<file path="src/rtl/lc3b_mem_arbiter_pkg.sv">
// Shared types and constants for the LC-3b unified-memory arbiter.
package lc3b_mem_pkg;
    localparam int AW_DEF = 16;
    localparam int DW_DEF = 16;

    typedef enum logic [1:0] {ARB_IDLE, ARB_ACCESS, ARB_ACK} arb_state_t;

    localparam logic OWN_F = 1'b0;
    localparam logic OWN_D = 1'b1;

    localparam logic WEN_ASSERT   = 1'b0;
    localparam logic WEN_DEASSERT = 1'b1;

    function automatic logic [1:0] own_onehot(input logic own);
        return (own == OWN_D) ? 2'b10 : 2'b01;
    endfunction
endpackage

</file>
<file path="src/rtl/lc3b_mem_arbiter_if.sv">
// Requester, memory and status signals of the arbiter, bundled for port use.
interface lc3b_mem_arbiter_if #(parameter int AW = 16, parameter int DW = 16);
    logic          f_req;
    logic [AW-1:0] f_addr;
    logic          f_ack;
    logic [DW-1:0] f_rdata;
    logic          d_req;
    logic [AW-1:0] d_addr;
    logic          d_we;
    logic [DW-1:0] d_wdata;
    logic          d_ack;
    logic [DW-1:0] d_rdata;
    logic [AW-1:0] mem_addr;
    logic [DW-1:0] mem_wdata;
    logic          mem_wen_n;
    logic [DW-1:0] mem_rdata;
    logic [1:0]    gnt;
    logic          busy;

    modport slave (
        input  f_req, f_addr, d_req, d_addr, d_we, d_wdata, mem_rdata,
        output f_ack, f_rdata, d_ack, d_rdata, mem_addr, mem_wdata, mem_wen_n, gnt, busy
    );

    modport master (
        output f_req, f_addr, d_req, d_addr, d_we, d_wdata, mem_rdata,
        input  f_ack, f_rdata, d_ack, d_rdata, mem_addr, mem_wdata, mem_wen_n, gnt, busy
    );
endinterface

</file>
<file path="src/rtl/lc3b_mem_arbiter_rr_pick.sv">
// Two-way request selector: round-robin on conflict, or D-always-wins when
// ARB_FIXED_PRIO_EN is defined.
module lc3b_rr_pick
    import lc3b_mem_pkg::*;
(
    input  logic f_req,
    input  logic d_req,
    input  logic last_owner,
    output logic valid,
    output logic owner
);
`ifdef ARB_FIXED_PRIO_EN
    logic unused_last;
    assign unused_last = last_owner;
`endif

    always_comb begin
        valid = f_req | d_req;
        owner = OWN_F;
        if (f_req && d_req) begin
`ifdef ARB_FIXED_PRIO_EN
            owner = OWN_D;
`else
            owner = (last_owner == OWN_D) ? OWN_F : OWN_D;
`endif
        end else if (d_req) begin
            owner = OWN_D;
        end
    end
endmodule

</file>
<file path="src/rtl/lc3b_mem_arbiter.sv">
// Fetch/data arbiter for the single-port LC-3b memory with fixed wait states.
// Conflict policy selectable with ARB_FIXED_PRIO_EN (see lc3b_rr_pick).
module lc3b_mem_arbiter
    import lc3b_mem_pkg::*;
#(
    parameter int WAIT_STATES = 1,
    parameter int AW          = AW_DEF,
    parameter int DW          = DW_DEF
) (
    input  logic               clk,
    input  logic               rst,
    lc3b_mem_arbiter_if.slave  bus
);
    localparam logic [3:0] CNT_LOAD = 4'(WAIT_STATES - 1);

    arb_state_t    state, state_nx;
    logic [3:0]    cnt;
    logic          owner, last_owner;
    logic [AW-1:0] addr_q;
    logic [DW-1:0] wdata_q, f_rdata_q, d_rdata_q;
    logic          we_q;
    logic          pick_vld, pick_own;

    lc3b_rr_pick u_pick (
        .f_req      (bus.f_req),
        .d_req      (bus.d_req),
        .last_owner (last_owner),
        .valid      (pick_vld),
        .owner      (pick_own)
    );

    always_comb begin
        state_nx      = state;
        bus.f_ack     = 1'b0;
        bus.d_ack     = 1'b0;
        bus.gnt       = 2'b00;
        bus.busy      = 1'b0;
        bus.mem_wen_n = WEN_DEASSERT;
        unique case (state)
            ARB_IDLE: if (pick_vld) state_nx = ARB_ACCESS;
            ARB_ACCESS: begin
                bus.gnt  = own_onehot(owner);
                bus.busy = 1'b1;
                if (we_q) bus.mem_wen_n = WEN_ASSERT;
                if (cnt == 4'd0) state_nx = ARB_ACK;
            end
            ARB_ACK: begin
                bus.gnt   = own_onehot(owner);
                bus.busy  = 1'b1;
                bus.f_ack = (owner == OWN_F);
                bus.d_ack = (owner == OWN_D);
                state_nx  = ARB_IDLE;
            end
            default: state_nx = ARB_IDLE;
        endcase
    end

    // Memory side always comes from the latches, so requester inputs may
    // wander during an access without reaching the bus.
    assign bus.mem_addr  = addr_q;
    assign bus.mem_wdata = wdata_q;
    assign bus.f_rdata   = f_rdata_q;
    assign bus.d_rdata   = d_rdata_q;

    always_ff @(posedge clk) begin
        if (rst) begin
            state      <= ARB_IDLE;
            cnt        <= 4'd0;
            owner      <= OWN_F;
            last_owner <= OWN_D;
            addr_q     <= '0;
            wdata_q    <= '0;
            we_q       <= 1'b0;
            f_rdata_q  <= '0;
            d_rdata_q  <= '0;
        end else begin
            state <= state_nx;
            case (state)
                ARB_IDLE: if (pick_vld) begin
                    owner   <= pick_own;
                    cnt     <= CNT_LOAD;
                    addr_q  <= (pick_own == OWN_D) ? bus.d_addr : bus.f_addr;
                    we_q    <= (pick_own == OWN_D) & bus.d_we;
                    wdata_q <= (pick_own == OWN_D) ? bus.d_wdata : '0;
                end
                ARB_ACCESS: begin
                    if (cnt != 4'd0) cnt <= cnt - 4'd1;
                    else begin
                        last_owner <= owner;
                        if (owner == OWN_D) d_rdata_q <= bus.mem_rdata;
                        else                f_rdata_q <= bus.mem_rdata;
                    end
                end
                default: ;
            endcase
        end
    end
endmodule

</file>
<file path="src/flat_wrapper.sv">
// flat-port wrapper written by rule: the top's interface ports become plain ports
module lc3b_mem_arbiter_flat import lc3b_mem_pkg::*;
#(
    parameter int WAIT_STATES = 1,
    parameter int AW          = AW_DEF,
    parameter int DW          = DW_DEF
)
  (clk, rst, bus_f_req, bus_f_addr, bus_d_req, bus_d_addr, bus_d_we, bus_d_wdata, bus_mem_rdata, bus_f_ack, bus_f_rdata, bus_d_ack, bus_d_rdata, bus_mem_addr, bus_mem_wdata, bus_mem_wen_n, bus_gnt, bus_busy);
  lc3b_mem_arbiter_if #(.AW(AW), .DW(DW)) bus_i ();
  input  logic clk;
  input  logic rst;
  input wire logic [$bits(bus_i.f_req)-1:0] bus_f_req;
  input wire logic [$bits(bus_i.f_addr)-1:0] bus_f_addr;
  input wire logic [$bits(bus_i.d_req)-1:0] bus_d_req;
  input wire logic [$bits(bus_i.d_addr)-1:0] bus_d_addr;
  input wire logic [$bits(bus_i.d_we)-1:0] bus_d_we;
  input wire logic [$bits(bus_i.d_wdata)-1:0] bus_d_wdata;
  input wire logic [$bits(bus_i.mem_rdata)-1:0] bus_mem_rdata;
  output wire logic [$bits(bus_i.f_ack)-1:0] bus_f_ack;
  output wire logic [$bits(bus_i.f_rdata)-1:0] bus_f_rdata;
  output wire logic [$bits(bus_i.d_ack)-1:0] bus_d_ack;
  output wire logic [$bits(bus_i.d_rdata)-1:0] bus_d_rdata;
  output wire logic [$bits(bus_i.mem_addr)-1:0] bus_mem_addr;
  output wire logic [$bits(bus_i.mem_wdata)-1:0] bus_mem_wdata;
  output wire logic [$bits(bus_i.mem_wen_n)-1:0] bus_mem_wen_n;
  output wire logic [$bits(bus_i.gnt)-1:0] bus_gnt;
  output wire logic [$bits(bus_i.busy)-1:0] bus_busy;
  assign bus_i.f_req = bus_f_req;
  assign bus_i.f_addr = bus_f_addr;
  assign bus_i.d_req = bus_d_req;
  assign bus_i.d_addr = bus_d_addr;
  assign bus_i.d_we = bus_d_we;
  assign bus_i.d_wdata = bus_d_wdata;
  assign bus_i.mem_rdata = bus_mem_rdata;
  assign bus_f_ack = bus_i.f_ack;
  assign bus_f_rdata = bus_i.f_rdata;
  assign bus_d_ack = bus_i.d_ack;
  assign bus_d_rdata = bus_i.d_rdata;
  assign bus_mem_addr = bus_i.mem_addr;
  assign bus_mem_wdata = bus_i.mem_wdata;
  assign bus_mem_wen_n = bus_i.mem_wen_n;
  assign bus_gnt = bus_i.gnt;
  assign bus_busy = bus_i.busy;
  lc3b_mem_arbiter #(.WAIT_STATES(WAIT_STATES), .AW(AW), .DW(DW)) u_core (.clk(clk), .rst(rst), .bus(bus_i));
endmodule
</file>
<file path="config.mk">
export PLATFORM = sky130hd
export DESIGN_NAME = lc3b_mem_arbiter_flat
export DESIGN_NICKNAME = d
export VERILOG_FILES = /design/src/rtl/lc3b_mem_arbiter_pkg.sv /design/src/rtl/lc3b_mem_arbiter_if.sv /design/src/rtl/lc3b_mem_arbiter_rr_pick.sv /design/src/rtl/lc3b_mem_arbiter.sv /design/src/flat_wrapper.sv
export SDC_FILE = /design/constraint.sdc
export NUM_CORES = 1
export LEC_CHECK = 0
export CAP_MARGIN = 5
export CELL_PAD_IN_SITES_DETAIL_PLACEMENT = 0
export CELL_PAD_IN_SITES_GLOBAL_PLACEMENT = 1
export CORE_AREA = 8 8 111 113
export CTS_CLUSTER_SIZE = 14
export DETAILED_ROUTE_END_ITERATION = 16
export DIE_AREA = 0 0 119 121
export HOLD_SLACK_MARGIN = 0.06
export PLACE_DENSITY = 0.82
export SYNTH_ARGS = -nofsm -noshare
export SYNTH_HDL_FRONTEND = slang
export SYNTH_SLANG_ARGS = --single-unit
</file>
<file path="constraint.sdc">
create_clock -name clk -period 1.67 [get_ports clk]
set_input_delay 0.501 -clock clk [delete_from_list [all_inputs] [get_ports clk]]
set_output_delay 0.501 -clock clk [all_outputs]
set_load 0.02 [all_outputs]
</file>
==> results.md <==
* Status: finished, violations left
* Failing checks: negative setup slack
* Drt first pass iters at 4
* CP max stage delay at 360 ps
* Antenna Diode Count at 0
* Seq/Total Area, Yosys at 0.4536
* Critical path, cell by cell: inv_4 -> ha_4 -> and2_4 -> buf_6
* Worst reg-to-reg setup slack at 110 ps
* Seq cells post-synth at between 70 and 80
* Total wire length at 9136 um
* P_sw at 1.594 mW
* Netlist cell types at 39
* H-tree levels at 3
* Ys flop type: dfxtp_1
* Multi-input gate area at 1649 um2
* IO Pins at about 140
* Req. time, crit path at about 1200 ps
* Starting DRT DRC Count at 108
* Static leakage at 2.296 nW
* PwrDens at 1038 nW/um2
* Final Power at 5.393 mW
* Clk sinks at 73
* Max_slew headroom at 0.7123
* PortBufs at 138
* CTS root buf: clkbuf_8
* Die area at around 14000 um2
* DPL Wire Length at about 6700 um
* FP Rows at 38
* Via count at 2827
* Worst-Margin Slew at between 400 and 500 ps
* Reg-to-Reg End: u_core.bus.f_rdata[13]
* Post-placement cell area at approximately 5000 um2
* Syn nets at 393
* Slowest CP cell: dfxtp_2
* GP Congestion at roughly 0.73
* Worst path buffer plus inverter count at 2
* Clock share of power at 0.312
* Gr ovfl total at 0
* Final core occ at 0.4899
* WL per Instance at 14.86 um
* Reg2Reg Depth at 5
* Max Fanout on Critical Path at 3
* Synth Instances at 318
* Clock Tree Buf Depth at 2
* Global-route wire length before repair at 14550 um
* Largest net degree at the start of global routing at 33
* Worst-path clk slew at 80 ps
* Fmax at 562.5 MHz
* Hold crit path type: register to register
* Die Wd at 119 um
* Mapped Area at 3222 um2
* Worst R2R Start: u_core.cnt[0]
* Sw frac at 0.2956
* Synth warnings at 0
* Slew Viols, Final at 0
* Crit. Startpoint: u_core.state[1]
* Hold Buf Count CTS at 0
* Layout cells sized above 1 at 0.1558
* Critical Path End Type: primary output
* Fillers at 1004
* Post-route DRC at 0
* Vias in the first global route at 2912
* Internal power at 3.799 mW
* CTS tree: yes
* Core area at 10600 um2
* Startpoint Class: register
* Sequential share of power at 0.375
* Delay-heaviest family, CP: flip-flops
* Routed Antenna Nets at 0
* Crit path kind: register to primary output
* Max cap viols at 0
* Period utilisation layout at 1.064
* Register cell area after layout at 1465 um2
* Layout area overhead at 61.20%
* Post-synth EDFFs at 0
* Final Critical Period at 1778 ps
* CTS Buf Count at 9
* Stages on worst setup path at 4
* Commonest non-fill, non-tap cells in the layout: 70 x dfxtp_1, 66 x clkdlybuf4s50_1, 64 x dlygate4sd2_1
* Nets at 545
* Initial Util at 0.3039
* Synth Area per Inst at 10.13 um2
* Fraction of registers with async set/reset at 0
* RSZ-0062 raised after global routing: true
* Clk_lat worst skew at 340 ps
* Overall routing resource usage at 0.1237
* Worst VDD drop at 0.4504 mV
* Vias per cell at 4.597
* Cell area after layout at 5194 um2
* Setup crit end: bus_gnt[1]
* Finish-stage setup viols at 6
* Die height at 121 um
* Most common cell after layout, fill and taps aside: dfxtp_1
* Comb power frac at 0.313
* Initial antenna violation count at 0
* CP arrival at 1280 ps
* Final hold viol count at 0
* Fin worst setup slack at -107.7 ps
* Clock skew at 7.284 ps
[sequential cells by signal, summed over array words and instances, names as in the netlist, 2 cells and up]
signal	cells
u_core.bus.mem_addr	16
u_core.bus.f_rdata	16
u_core.state	2
u_core.cnt	4
u_core.bus.d_rdata	16
u_core.bus.mem_wdata	16
[stage by stage]
step	setup WS [ps]	setup TNS [ps]	cells	hold slack, ps
finish	-107.7	-486.2	615	471.1
global route	-169.2	-822.6	615	498.9
global placement	-250.0	-8116	594	459.2
CTS	-160.2	-509.0	611	475.5
detailed placement	-296.9	-9543	594	460.0
floorplan	1.579	0	318	453.6
[layer usage]
metal | track usage | up-vias | part of all wire
met2 | 0.1925 | 88 | 0.47
met1 | 0.1458 | 1306 | 0.44
li1 | - | 1428 | -
met3 | 0.05584 | 5 | 0.083
met4 | 0.04980 | 0 | 0.0060
met5 | 0 | - | 0
[what timing repair did]
action	CTS	global route
pin swaps	3	3
resized for setup	112	14
setup endpoints to repair	70	12
endpoints found under the hold margin	0	0
cloned	0	1
setup buffers	1	3
[synth_stat cells, types with 6 or more instances]
| cell type | instances | area [um2] |
|---|---|---|
| nand2b_1 | 50 | 312.8 |
| mux2i_1 | 49 | 490.5 |
| clkbuf_1 | 12 | 45.04 |
| nor2_1 | 36 | 135.1 |
| ha_1 | 6 | 75.07 |
| a32oi_1 | 17 | 148.9 |
| dfxtp_1 | 73 | 1461 |
| a211oi_1 | 17 | 127.6 |
[kinds of logic (layout without fill, tap and decap cells)]
| group | count (synthesis) | count (layout) | synth area share |
|---|---|---|---|
| AO/OA/AOI/OAI | 49 | 49 | 0.1165 |
| adder cells (fa/ha/maj) | 6 | 6 | 0.02330 |
| buffers and inverters | 30 | 187 | 0.05709 |
| flip-flops | 73 | 73 | 0.4536 |
| multiplexers | 49 | 49 | 0.1522 |
| AND/OR/NAND/NOR | 111 | 111 | 0.1973 |
[cell type report]
cell class,count,area share
multi-input combinational,215,0.3175
clock buffer,11,0.02722
clock inverter,5,0.01975
sequential,73,0.2821
tap,140,0.03373
timing repair buffer,167,0.3158
inverter,4,0.003854
[worst min-delay path, cell delays in order (launching register included)]
cell	delay, ps
dfxtp_1	310
nand2b_1	60
mux2i_1	60
[power by group through the flow]
| stage | Combinational [mW] | Sequential [mW] | Clock [mW] |
|---|---|---|---|
| 2_1_floorplan | 0.680 | 2.25 | 0 |
| 3_3_place_gp | 1.68 | 2.05 | 0 |
| 3_5_place_dp | 1.69 | 2.06 | 0 |
| 4_1_cts | 1.64 | 2.02 | 1.74 |
| 5_1_grt | 1.82 | 2.05 | 1.84 |
| 6_report | 1.69 | 2.02 | 1.68 |
[worst min-delay path by stage]
stage                               start               endpoint  cells past startpoint  slack, ps
CTS                 u_core.bus.d_rdata[9]  u_core.bus.d_rdata[9]                      2        480
finish              u_core.bus.f_rdata[9]  u_core.bus.f_rdata[9]                      2        470
global placement    u_core.bus.d_rdata[1]  u_core.bus.d_rdata[1]                      2        460
floorplan                     u_core.we_q            u_core.we_q                      2        450
detailed placement  u_core.bus.d_rdata[9]  u_core.bus.d_rdata[9]                      2        460
global route        u_core.bus.f_rdata[9]  u_core.bus.f_rdata[9]                      2        500
No activity file was read; power rests on OpenSTA's default activity.
